## src/rtl/cordic_pkg.sv

```systemverilog
// Shared definitions for the CORDIC sequencing controller: FSM state type,
// parameter defaults and the counter width helper.
package cordic_pkg;

    localparam int CORDIC_N_ITER_DEF  = 32;
    localparam int CORDIC_N_VAR_DEF   = 3;
    localparam int CORDIC_TIMEOUT_DEF = 255;

    typedef enum logic [2:0] {
        S_IDLE    = 3'd0,
        S_LOAD_IN = 3'd1,
        S_CHECK   = 3'd2,
        S_PREP    = 3'd3,
        S_ISSUE   = 3'd4,
        S_WAIT    = 3'd5,
        S_ADVANCE = 3'd6,
        S_DONE    = 3'd7
    } state_t;

    // Index width for a counter spanning 0..n-1, never narrower than one bit.
    function automatic int cnt_width(input int n);
        return (n < 2) ? 1 : $clog2(n);
    endfunction

endpackage

```

## src/rtl/cordic_seq_ctrl_if.sv

```systemverilog
// Handshake and datapath-strobe bundle between the CORDIC sequencer and its host.
interface cordic_seq_ctrl_if #(
    parameter int N_ITER = cordic_pkg::CORDIC_N_ITER_DEF,
    parameter int N_VAR  = cordic_pkg::CORDIC_N_VAR_DEF
);
    import cordic_pkg::*;

    localparam int VW = cnt_width(N_VAR);
    localparam int IW = cnt_width(N_ITER);

    logic          start, ack, mode, exception, addsub_done;
    logic          busy, ready, abort, mode_q;
    logic          reset_regs, load_in, load_quad, load_shift, begin_addsub, load_out;
    logic [VW-1:0] var_sel;
    logic [IW-1:0] iter_idx;

    modport master (
        output start, ack, mode, exception, addsub_done,
        input  busy, ready, abort, mode_q,
        input  reset_regs, load_in, load_quad, load_shift, begin_addsub, load_out,
        input  var_sel, iter_idx
    );

    modport slave (
        input  start, ack, mode, exception, addsub_done,
        output busy, ready, abort, mode_q,
        output reset_regs, load_in, load_quad, load_shift, begin_addsub, load_out,
        output var_sel, iter_idx
    );

endinterface

```

## src/rtl/cordic_cnt.sv

```systemverilog
// Up-counter with synchronous clear and enable; saturates at MAX-1 and
// flags that terminal value on tick so indices never wrap mid-operation.
module cordic_cnt #(
    parameter int MAX = 4,
    parameter int W   = 2
) (
    input  logic         clk,
    input  logic         reset,
    input  logic         clr,
    input  logic         en,
    output logic [W-1:0] cnt,
    output logic         tick
);

    logic [W-1:0] cnt_r;
    logic         tick_s;

    assign tick_s = (cnt_r == W'(MAX - 1));

    // Count register: clear wins over enable, hold at terminal value.
    always_ff @(posedge clk or posedge reset) begin
        if (reset) begin
            cnt_r <= '0;
        end else if (clr) begin
            cnt_r <= '0;
        end else if (en && !tick_s) begin
            cnt_r <= cnt_r + W'(1);
        end else begin
            cnt_r <= cnt_r;
        end
    end

    assign cnt  = cnt_r;
    assign tick = tick_s;

endmodule

```

## src/rtl/cordic_seq_ctrl.sv

```systemverilog
// CORDIC micro-rotation sequencer. Define CORDIC_SEQ_TIMEOUT_EN to add a
// watchdog that aborts an operation stuck in WAIT for TIMEOUT_CYC cycles.
module cordic_seq_ctrl
    import cordic_pkg::*;
#(
    parameter int N_ITER      = CORDIC_N_ITER_DEF,
    parameter int N_VAR       = CORDIC_N_VAR_DEF,
    parameter int TIMEOUT_CYC = CORDIC_TIMEOUT_DEF
) (
    input  logic             clk,
    input  logic             reset,
    cordic_seq_ctrl_if.slave bus
);

    localparam int VW = cnt_width(N_VAR);
    localparam int IW = cnt_width(N_ITER);

    state_t        state_r, state_s;
    logic          mode_r;
    logic [VW-1:0] var_cnt_s;
    logic [IW-1:0] iter_cnt_s;
    logic          var_tick_s, iter_tick_s;
    logic          busy_s, ready_s, abort_s, reset_regs_s, load_in_s;
    logic          load_quad_s, load_shift_s, begin_addsub_s, load_out_s;

    // Counters clear on the transition that leaves their live range, so the
    // indices read 0 in every state that does not use them.
    cordic_cnt #(.MAX(N_VAR), .W(VW)) u_var_cnt (
        .clk   (clk),
        .reset (reset),
        .clr   ((state_s != S_ISSUE) && (state_s != S_WAIT)),
        .en    (state_r == S_ISSUE),
        .cnt   (var_cnt_s),
        .tick  (var_tick_s)
    );

    cordic_cnt #(.MAX(N_ITER), .W(IW)) u_iter_cnt (
        .clk   (clk),
        .reset (reset),
        .clr   (state_s == S_IDLE),
        .en    (state_r == S_ADVANCE),
        .cnt   (iter_cnt_s),
        .tick  (iter_tick_s)
    );

`ifdef CORDIC_SEQ_TIMEOUT_EN
    localparam int WW = cnt_width(TIMEOUT_CYC);
    logic [WW-1:0] wdog_cnt_s;
    logic          wdog_tick_s;

    cordic_cnt #(.MAX(TIMEOUT_CYC), .W(WW)) u_wdog_cnt (
        .clk   (clk),
        .reset (reset),
        .clr   (state_s != S_WAIT),
        .en    (state_r == S_WAIT),
        .cnt   (wdog_cnt_s),
        .tick  (wdog_tick_s)
    );
`endif

    // State register.
    always_ff @(posedge clk or posedge reset) begin
        if (reset) begin
            state_r <= S_IDLE;
        end else begin
            state_r <= state_s;
        end
    end

    // Operating mode captured only when an operation is accepted.
    always_ff @(posedge clk or posedge reset) begin
        if (reset) begin
            mode_r <= 1'b0;
        end else if ((state_r == S_IDLE) && bus.start) begin
            mode_r <= bus.mode;
        end else begin
            mode_r <= mode_r;
        end
    end

    // Next-state logic and state-decoded strobes.
    always_comb begin
        state_s        = state_r;
        busy_s         = 1'b1;
        ready_s        = 1'b0;
        abort_s        = 1'b0;
        reset_regs_s   = 1'b0;
        load_in_s      = 1'b0;
        load_quad_s    = 1'b0;
        load_shift_s   = 1'b0;
        begin_addsub_s = 1'b0;
        load_out_s     = 1'b0;
        case (state_r)
            S_IDLE: begin
                busy_s       = 1'b0;
                reset_regs_s = 1'b1;
                if (bus.start) state_s = S_LOAD_IN;
                else           state_s = S_IDLE;
            end
            S_LOAD_IN: begin
                load_in_s = 1'b1;
                state_s   = S_CHECK;
            end
            S_CHECK: begin
                load_quad_s = 1'b1;
                if (bus.exception) begin
                    abort_s = 1'b1;
                    state_s = S_IDLE;
                end else begin
                    state_s = S_PREP;
                end
            end
            S_PREP: begin
                load_shift_s = 1'b1;
                state_s      = S_ISSUE;
            end
            S_ISSUE: begin
                begin_addsub_s = 1'b1;
                if (var_tick_s) state_s = S_WAIT;
                else            state_s = S_ISSUE;
            end
            S_WAIT: begin
                begin_addsub_s = 1'b1;
                if (bus.addsub_done) begin
                    state_s = S_ADVANCE;
`ifdef CORDIC_SEQ_TIMEOUT_EN
                end else if (wdog_tick_s) begin
                    abort_s = 1'b1;
                    state_s = S_IDLE;
`endif
                end else begin
                    state_s = S_WAIT;
                end
            end
            S_ADVANCE: begin
                if (iter_tick_s) begin
                    load_out_s = 1'b1;
                    state_s    = S_DONE;
                end else begin
                    state_s    = S_CHECK;
                end
            end
            S_DONE: begin
                busy_s     = 1'b0;
                ready_s    = 1'b1;
                load_out_s = 1'b1;
                if (bus.ack) state_s = S_IDLE;
                else         state_s = S_DONE;
            end
            default: begin
                busy_s  = 1'b0;
                state_s = S_IDLE;
            end
        endcase
    end

    assign bus.busy         = busy_s;
    assign bus.ready        = ready_s;
    assign bus.abort        = abort_s;
    assign bus.mode_q       = mode_r;
    assign bus.reset_regs   = reset_regs_s;
    assign bus.load_in      = load_in_s;
    assign bus.load_quad    = load_quad_s;
    assign bus.load_shift   = load_shift_s;
    assign bus.begin_addsub = begin_addsub_s;
    assign bus.load_out     = load_out_s;
    assign bus.var_sel      = var_cnt_s;
    assign bus.iter_idx     = iter_cnt_s;

endmodule

```

## src/flat_wrapper.sv

```systemverilog
// flat-port wrapper written by rule: the top's interface ports become plain ports
module cordic_seq_ctrl_flat import cordic_pkg::*;
#(
    parameter int N_ITER      = CORDIC_N_ITER_DEF,
    parameter int N_VAR       = CORDIC_N_VAR_DEF,
    parameter int TIMEOUT_CYC = CORDIC_TIMEOUT_DEF
)
  (clk, reset, bus_start, bus_ack, bus_mode, bus_exception, bus_addsub_done, bus_busy, bus_ready, bus_abort, bus_mode_q, bus_reset_regs, bus_load_in, bus_load_quad, bus_load_shift, bus_begin_addsub, bus_load_out, bus_var_sel, bus_iter_idx);
  cordic_seq_ctrl_if #(.N_ITER(N_ITER), .N_VAR(N_VAR)) bus_i ();
  input  logic clk;
  input  logic reset;
  input wire logic [$bits(bus_i.start)-1:0] bus_start;
  input wire logic [$bits(bus_i.ack)-1:0] bus_ack;
  input wire logic [$bits(bus_i.mode)-1:0] bus_mode;
  input wire logic [$bits(bus_i.exception)-1:0] bus_exception;
  input wire logic [$bits(bus_i.addsub_done)-1:0] bus_addsub_done;
  output wire logic [$bits(bus_i.busy)-1:0] bus_busy;
  output wire logic [$bits(bus_i.ready)-1:0] bus_ready;
  output wire logic [$bits(bus_i.abort)-1:0] bus_abort;
  output wire logic [$bits(bus_i.mode_q)-1:0] bus_mode_q;
  output wire logic [$bits(bus_i.reset_regs)-1:0] bus_reset_regs;
  output wire logic [$bits(bus_i.load_in)-1:0] bus_load_in;
  output wire logic [$bits(bus_i.load_quad)-1:0] bus_load_quad;
  output wire logic [$bits(bus_i.load_shift)-1:0] bus_load_shift;
  output wire logic [$bits(bus_i.begin_addsub)-1:0] bus_begin_addsub;
  output wire logic [$bits(bus_i.load_out)-1:0] bus_load_out;
  output wire logic [$bits(bus_i.var_sel)-1:0] bus_var_sel;
  output wire logic [$bits(bus_i.iter_idx)-1:0] bus_iter_idx;
  assign bus_i.start = bus_start;
  assign bus_i.ack = bus_ack;
  assign bus_i.mode = bus_mode;
  assign bus_i.exception = bus_exception;
  assign bus_i.addsub_done = bus_addsub_done;
  assign bus_busy = bus_i.busy;
  assign bus_ready = bus_i.ready;
  assign bus_abort = bus_i.abort;
  assign bus_mode_q = bus_i.mode_q;
  assign bus_reset_regs = bus_i.reset_regs;
  assign bus_load_in = bus_i.load_in;
  assign bus_load_quad = bus_i.load_quad;
  assign bus_load_shift = bus_i.load_shift;
  assign bus_begin_addsub = bus_i.begin_addsub;
  assign bus_load_out = bus_i.load_out;
  assign bus_var_sel = bus_i.var_sel;
  assign bus_iter_idx = bus_i.iter_idx;
  cordic_seq_ctrl #(.N_ITER(N_ITER), .N_VAR(N_VAR), .TIMEOUT_CYC(TIMEOUT_CYC)) u_core (.clk(clk), .reset(reset), .bus(bus_i));
endmodule
```

## config.mk

```make
export PLATFORM = sky130hd
export DESIGN_NAME = cordic_seq_ctrl_flat
export DESIGN_NICKNAME = d
export VERILOG_FILES = /design/src/rtl/cordic_pkg.sv /design/src/rtl/cordic_seq_ctrl_if.sv /design/src/rtl/cordic_cnt.sv /design/src/rtl/cordic_seq_ctrl.sv /design/src/flat_wrapper.sv
export SDC_FILE = /design/constraint.sdc
export NUM_CORES = 1
export LEC_CHECK = 0
export CAP_MARGIN = 20
export CELL_PAD_IN_SITES_DETAIL_PLACEMENT = 0
export CELL_PAD_IN_SITES_GLOBAL_PLACEMENT = 1
export CORE_UTILIZATION = 38
export CTS_BUF_LIST = sky130_fd_sc_hd__clkbuf_4
export DETAILED_ROUTE_END_ITERATION = 16
export PLACE_DENSITY_LB_ADDON = 0.1
export SETUP_SLACK_MARGIN = 0.2
export SYNTH_ARGS = -nofsm -noshare
export SYNTH_HDL_FRONTEND = slang
export SYNTH_HIERARCHICAL = 1
export SYNTH_SLANG_ARGS = --single-unit
```

## constraint.sdc

```tcl
create_clock -name clk -period 2.8 [get_ports clk]
set_clock_uncertainty 0.05 [all_clocks]
set_input_delay 0.7 -clock clk [delete_from_list [all_inputs] [get_ports clk]]
set_output_delay 0.7 -clock clk [all_outputs]
set_load 0.02 [all_outputs]
```

==> metrics.log <==
INFO  metric outcome = finished clean
INFO  metric async_set_reset_flop_share_out_of_synthesis = 1.00
INFO  metric post_cts_sizing = 4
INFO  metric num_antenna_cells = 0
INFO  metric finalHoldViolations = 0
INFO  metric die_w = 47.9 microns
INFO  metric crit_top_cell = nor2_1
INFO  metric crit_type = register to output port
INFO  metric post_cts_buffers = 0
INFO  metric ctsHoldBuffers = 0
INFO  metric mostFrequentLayoutCells = clkdlybuf4s50_1 (21), nor2_1 (10), dfrtp_1 (9), nand2_1 (7), inv_1 (5)
INFO  metric power_leakage = 0.453 nW
INFO  metric setup_violations = 0
INFO  metric synth.ff_latch_count = 11
INFO  metric io-pin-count = 24
INFO  metric post-synth-top-area-fraction = 0.343
INFO  metric cts_root_buf = clkbuf_4
INFO  metric drt_iter0_drc = 20
INFO  metric maxSlewViolCount = 0
INFO  metric detailroute.via_count = 647
INFO  metric max_freq = 401 MHz
INFO  metric h-tree-depth = 1
INFO  metric final.setup.tns = 0 ns
INFO  metric core_region_area = 1980 sq um
INFO  metric routed_wire_length_per_instance = 11.1 microns
INFO  metric global_route_wire_length_before_repair = 2370 microns
INFO  metric clk_transition_reported_paths = 0.07 ns
INFO  metric layout_commonest_cell = clkdlybuf4s50_1
INFO  metric final_antenna_net_count = 0
INFO  metric synth.top_cells.by_area = dfrtp_1 (34%), ha_1 (4.7%), nor2_1 (4.7%)
INFO  metric swShare = 0.436
INFO  metric final_net_count = 119
INFO  metric sinks_on_the_clock_net = 11
INFO  metric core.rowCount = 16
INFO  metric setup_repair_after_global_routing_missed_its_margin = yes
INFO  metric ys_warn_count = 6
INFO  metric cp.arrival = 1.75 ns
INFO  metric timing.critical_path.cells = ha_1 -> and3_1 -> ha_2 -> nor2_1 -> nor2_1 -> dlygate4sd2_1
INFO  metric p_sw = 0.400 mW
INFO  metric timing.slew.headroom = 0.741
INFO  metric clock_latency_late_sink = 0.26 ns
INFO  metric final_layout_size_suffix_gt1_frac = 0.259
INFO  metric postSynthNetCount = 94
INFO  metric required_worst_endpoint = 2.05 ns
INFO  metric io_buffer_count = 23
INFO  metric tritoncts = done
INFO  metric grt_antenna_before_repair = 0
INFO  metric crit_family = adder cells
INFO  metric post-route-drc-count = 0
INFO  metric power.density = 857 nW/um^2
INFO  metric avgViaCountPerCell = 4.79
INFO  metric synth_enable_flop_cells = 0
INFO  metric yosysSeqAreaShare = 0.343
INFO  metric via_count_of_the_first_global_routing_pass = 511
INFO  metric ir_drop = 546 uV
INFO  metric synth_ff_type = dfrtp_1
INFO  metric netlist_area = 802 sq um
INFO  metric cpPeakStageDelay = 0.42 ns
INFO  metric synth_cell_types = 39
INFO  metric die_boundary_height = 47.9 microns
INFO  metric grt_max_degree = 19
INFO  metric critPathSlowestCell = dfrtp_1
INFO  metric share_clk_of_total_power = 0.126
INFO  metric syn_to_final_growth = 33.5%
INFO  metric startpoint_type = register
INFO  metric cts-root-to-sink-buffers = 2
INFO  metric initial_utilization = 0.405
INFO  metric p_int = 0.517 mW
INFO  metric timing.final.crit_share = 0.891
INFO  metric worstHoldPathType = register to register
INFO  metric synth_cells = 84
INFO  metric netlist.top_cell.by_area = dfrtp_1
INFO  metric gpl.final_weighted_congestion = 0.727
INFO  metric synthesis.area_per_instance = 9.55 sq um
INFO  metric power.sequential.fraction = 0.321
INFO  metric end_kind = output port
INFO  metric cp_max_fo = 6
INFO  metric max_capacitance_violation_count = 0
INFO  metric firstDrtPassIters = 4
INFO  metric grt_remaining_overflow = 0
INFO  metric hpwl = 1170 microns
INFO  metric final.min_clock_period = 2.50 ns
INFO  metric worst_pin_slew = 0.388 ns
INFO  metric cp.buffers_inverters = 1
INFO  metric fp.dieArea = 2300 sq um
INFO  metric post-layout-total-power = 0.918 mW
INFO  metric cts_made_buffers = 3
INFO  metric grt_use_total = 0.149
INFO  metric routed_wirelength = 1490 microns
INFO  metric comb_power_share = 0.553
-- cells by family (layout without fill, tap and decap cells) --
group | Yosys count | in the layout | share of synthesized area
compound gates | 14 | 14 | 0.137
xor+xnor | 2 | 2 | 0.0218
buf+inv | 10 | 34 | 0.0718
flops | 11 | 11 | 0.343
simple gates | 41 | 41 | 0.328
mux | 3 | 3 | 0.0515
fa+ha+maj | 3 | 3 | 0.0468
-- path summary, 6_finish.rpt --
path	from	endpoint	slack [ns]	cells after the start
worst max-delay path	u_core/u_iter_cnt/cnt[0]	bus_load_out	0.30	6
min in group asynchronous	reset	u_core/u_var_cnt/cnt[0]	0.60	2
worst min-delay path	u_core/bus.mode_q	u_core/bus.mode_q	0.46	1
max in group asynchronous	reset	u_core/u_iter_cnt/cnt[2]	1.88	2
worst max register to register	u_core/u_iter_cnt/cnt[0]	u_core/u_var_cnt/cnt[0]	0.77	8
worst min register to register	u_core/bus.mode_q	u_core/bus.mode_q	0.46	1
-- cells in the mapped netlist, types with 2 or more instances --
cell type and n:
dfrtp_1 11, nor2_1 10, nand2_1 7, inv_1 6
a21oi_1 4, nor2b_1 4, ha_1 3, and3_2 2
buf_6 2, mux2_4 2, nand3_1 2, nor3_2 2
o211ai_1 2, o21ai_0 2
-- power by group through the flow --
stage / registers [mW] / clock network [mW] / logic [mW]
after global placement: 0.293 / 0 / 0.516
final: 0.294 / 0.115 / 0.508
after global routing: 0.308 / 0.127 / 0.559
after floorplan: 0.251 / 0 / 0.412
after CTS: 0.295 / 0.120 / 0.516
after detailed placement: 0.295 / 0 / 0.518
-- state kept, by name, indices dropped and copies added (netlist names) --
register and count:
u_core/u_var_cnt/cnt 2, u_core/state_r 3, u_core/bus.mode_q 1, u_core/u_iter_cnt/cnt 5
-- layer usage --
metal / global-route usage / share of wire / vias up
met2: 0.205 / 0.43 / 15
met1: 0.226 / 0.51 / 297
met5: 0 / 0 / -
met3: 0.0226 / 0.048 / 2
li1: - / - / 333
met4: 0.0667 / 0.011 / 0
-- layout make-up --
type	count	area, sq um
clock buffers	4	30.0
flip-flops and latches	11	278
fillers	187	911
multi-input cells	63	472
well taps	27	33.8
repair buffers	24	235
inverters	6	22.5
-- stage by stage --
| stage | cells | utilization | setup slack (ns) | cell area, sq um | hold slack [ns] |
|---|---|---|---|---|---|
| after floorplan | 84 | - | 0.664 | 802 | 0.391 |
| after global placement | 131 | 0.524 | 0.128 | 1040 | 0.437 |
| after detailed placement | 131 | 0.524 | 0.107 | 1040 | 0.450 |
| after CTS | 135 | 0.539 | 0.236 | 1070 | 0.466 |
| after global routing | 135 | 0.540 | 0.189 | 1070 | 0.497 |
| final | 135 | 0.540 | 0.305 | 1070 | 0.460 |
-- worst register-to-register path, delay by kind of cell (launching register included) --
family,cells,cell delay (ns)
and+or+nand+nor,2,0.28
muxes,1,0.27
AOI/OAI and AO/OA,3,0.47
adders and majority gates,2,0.44
DFF,1,0.42
(Power assumes the default switching activity.)
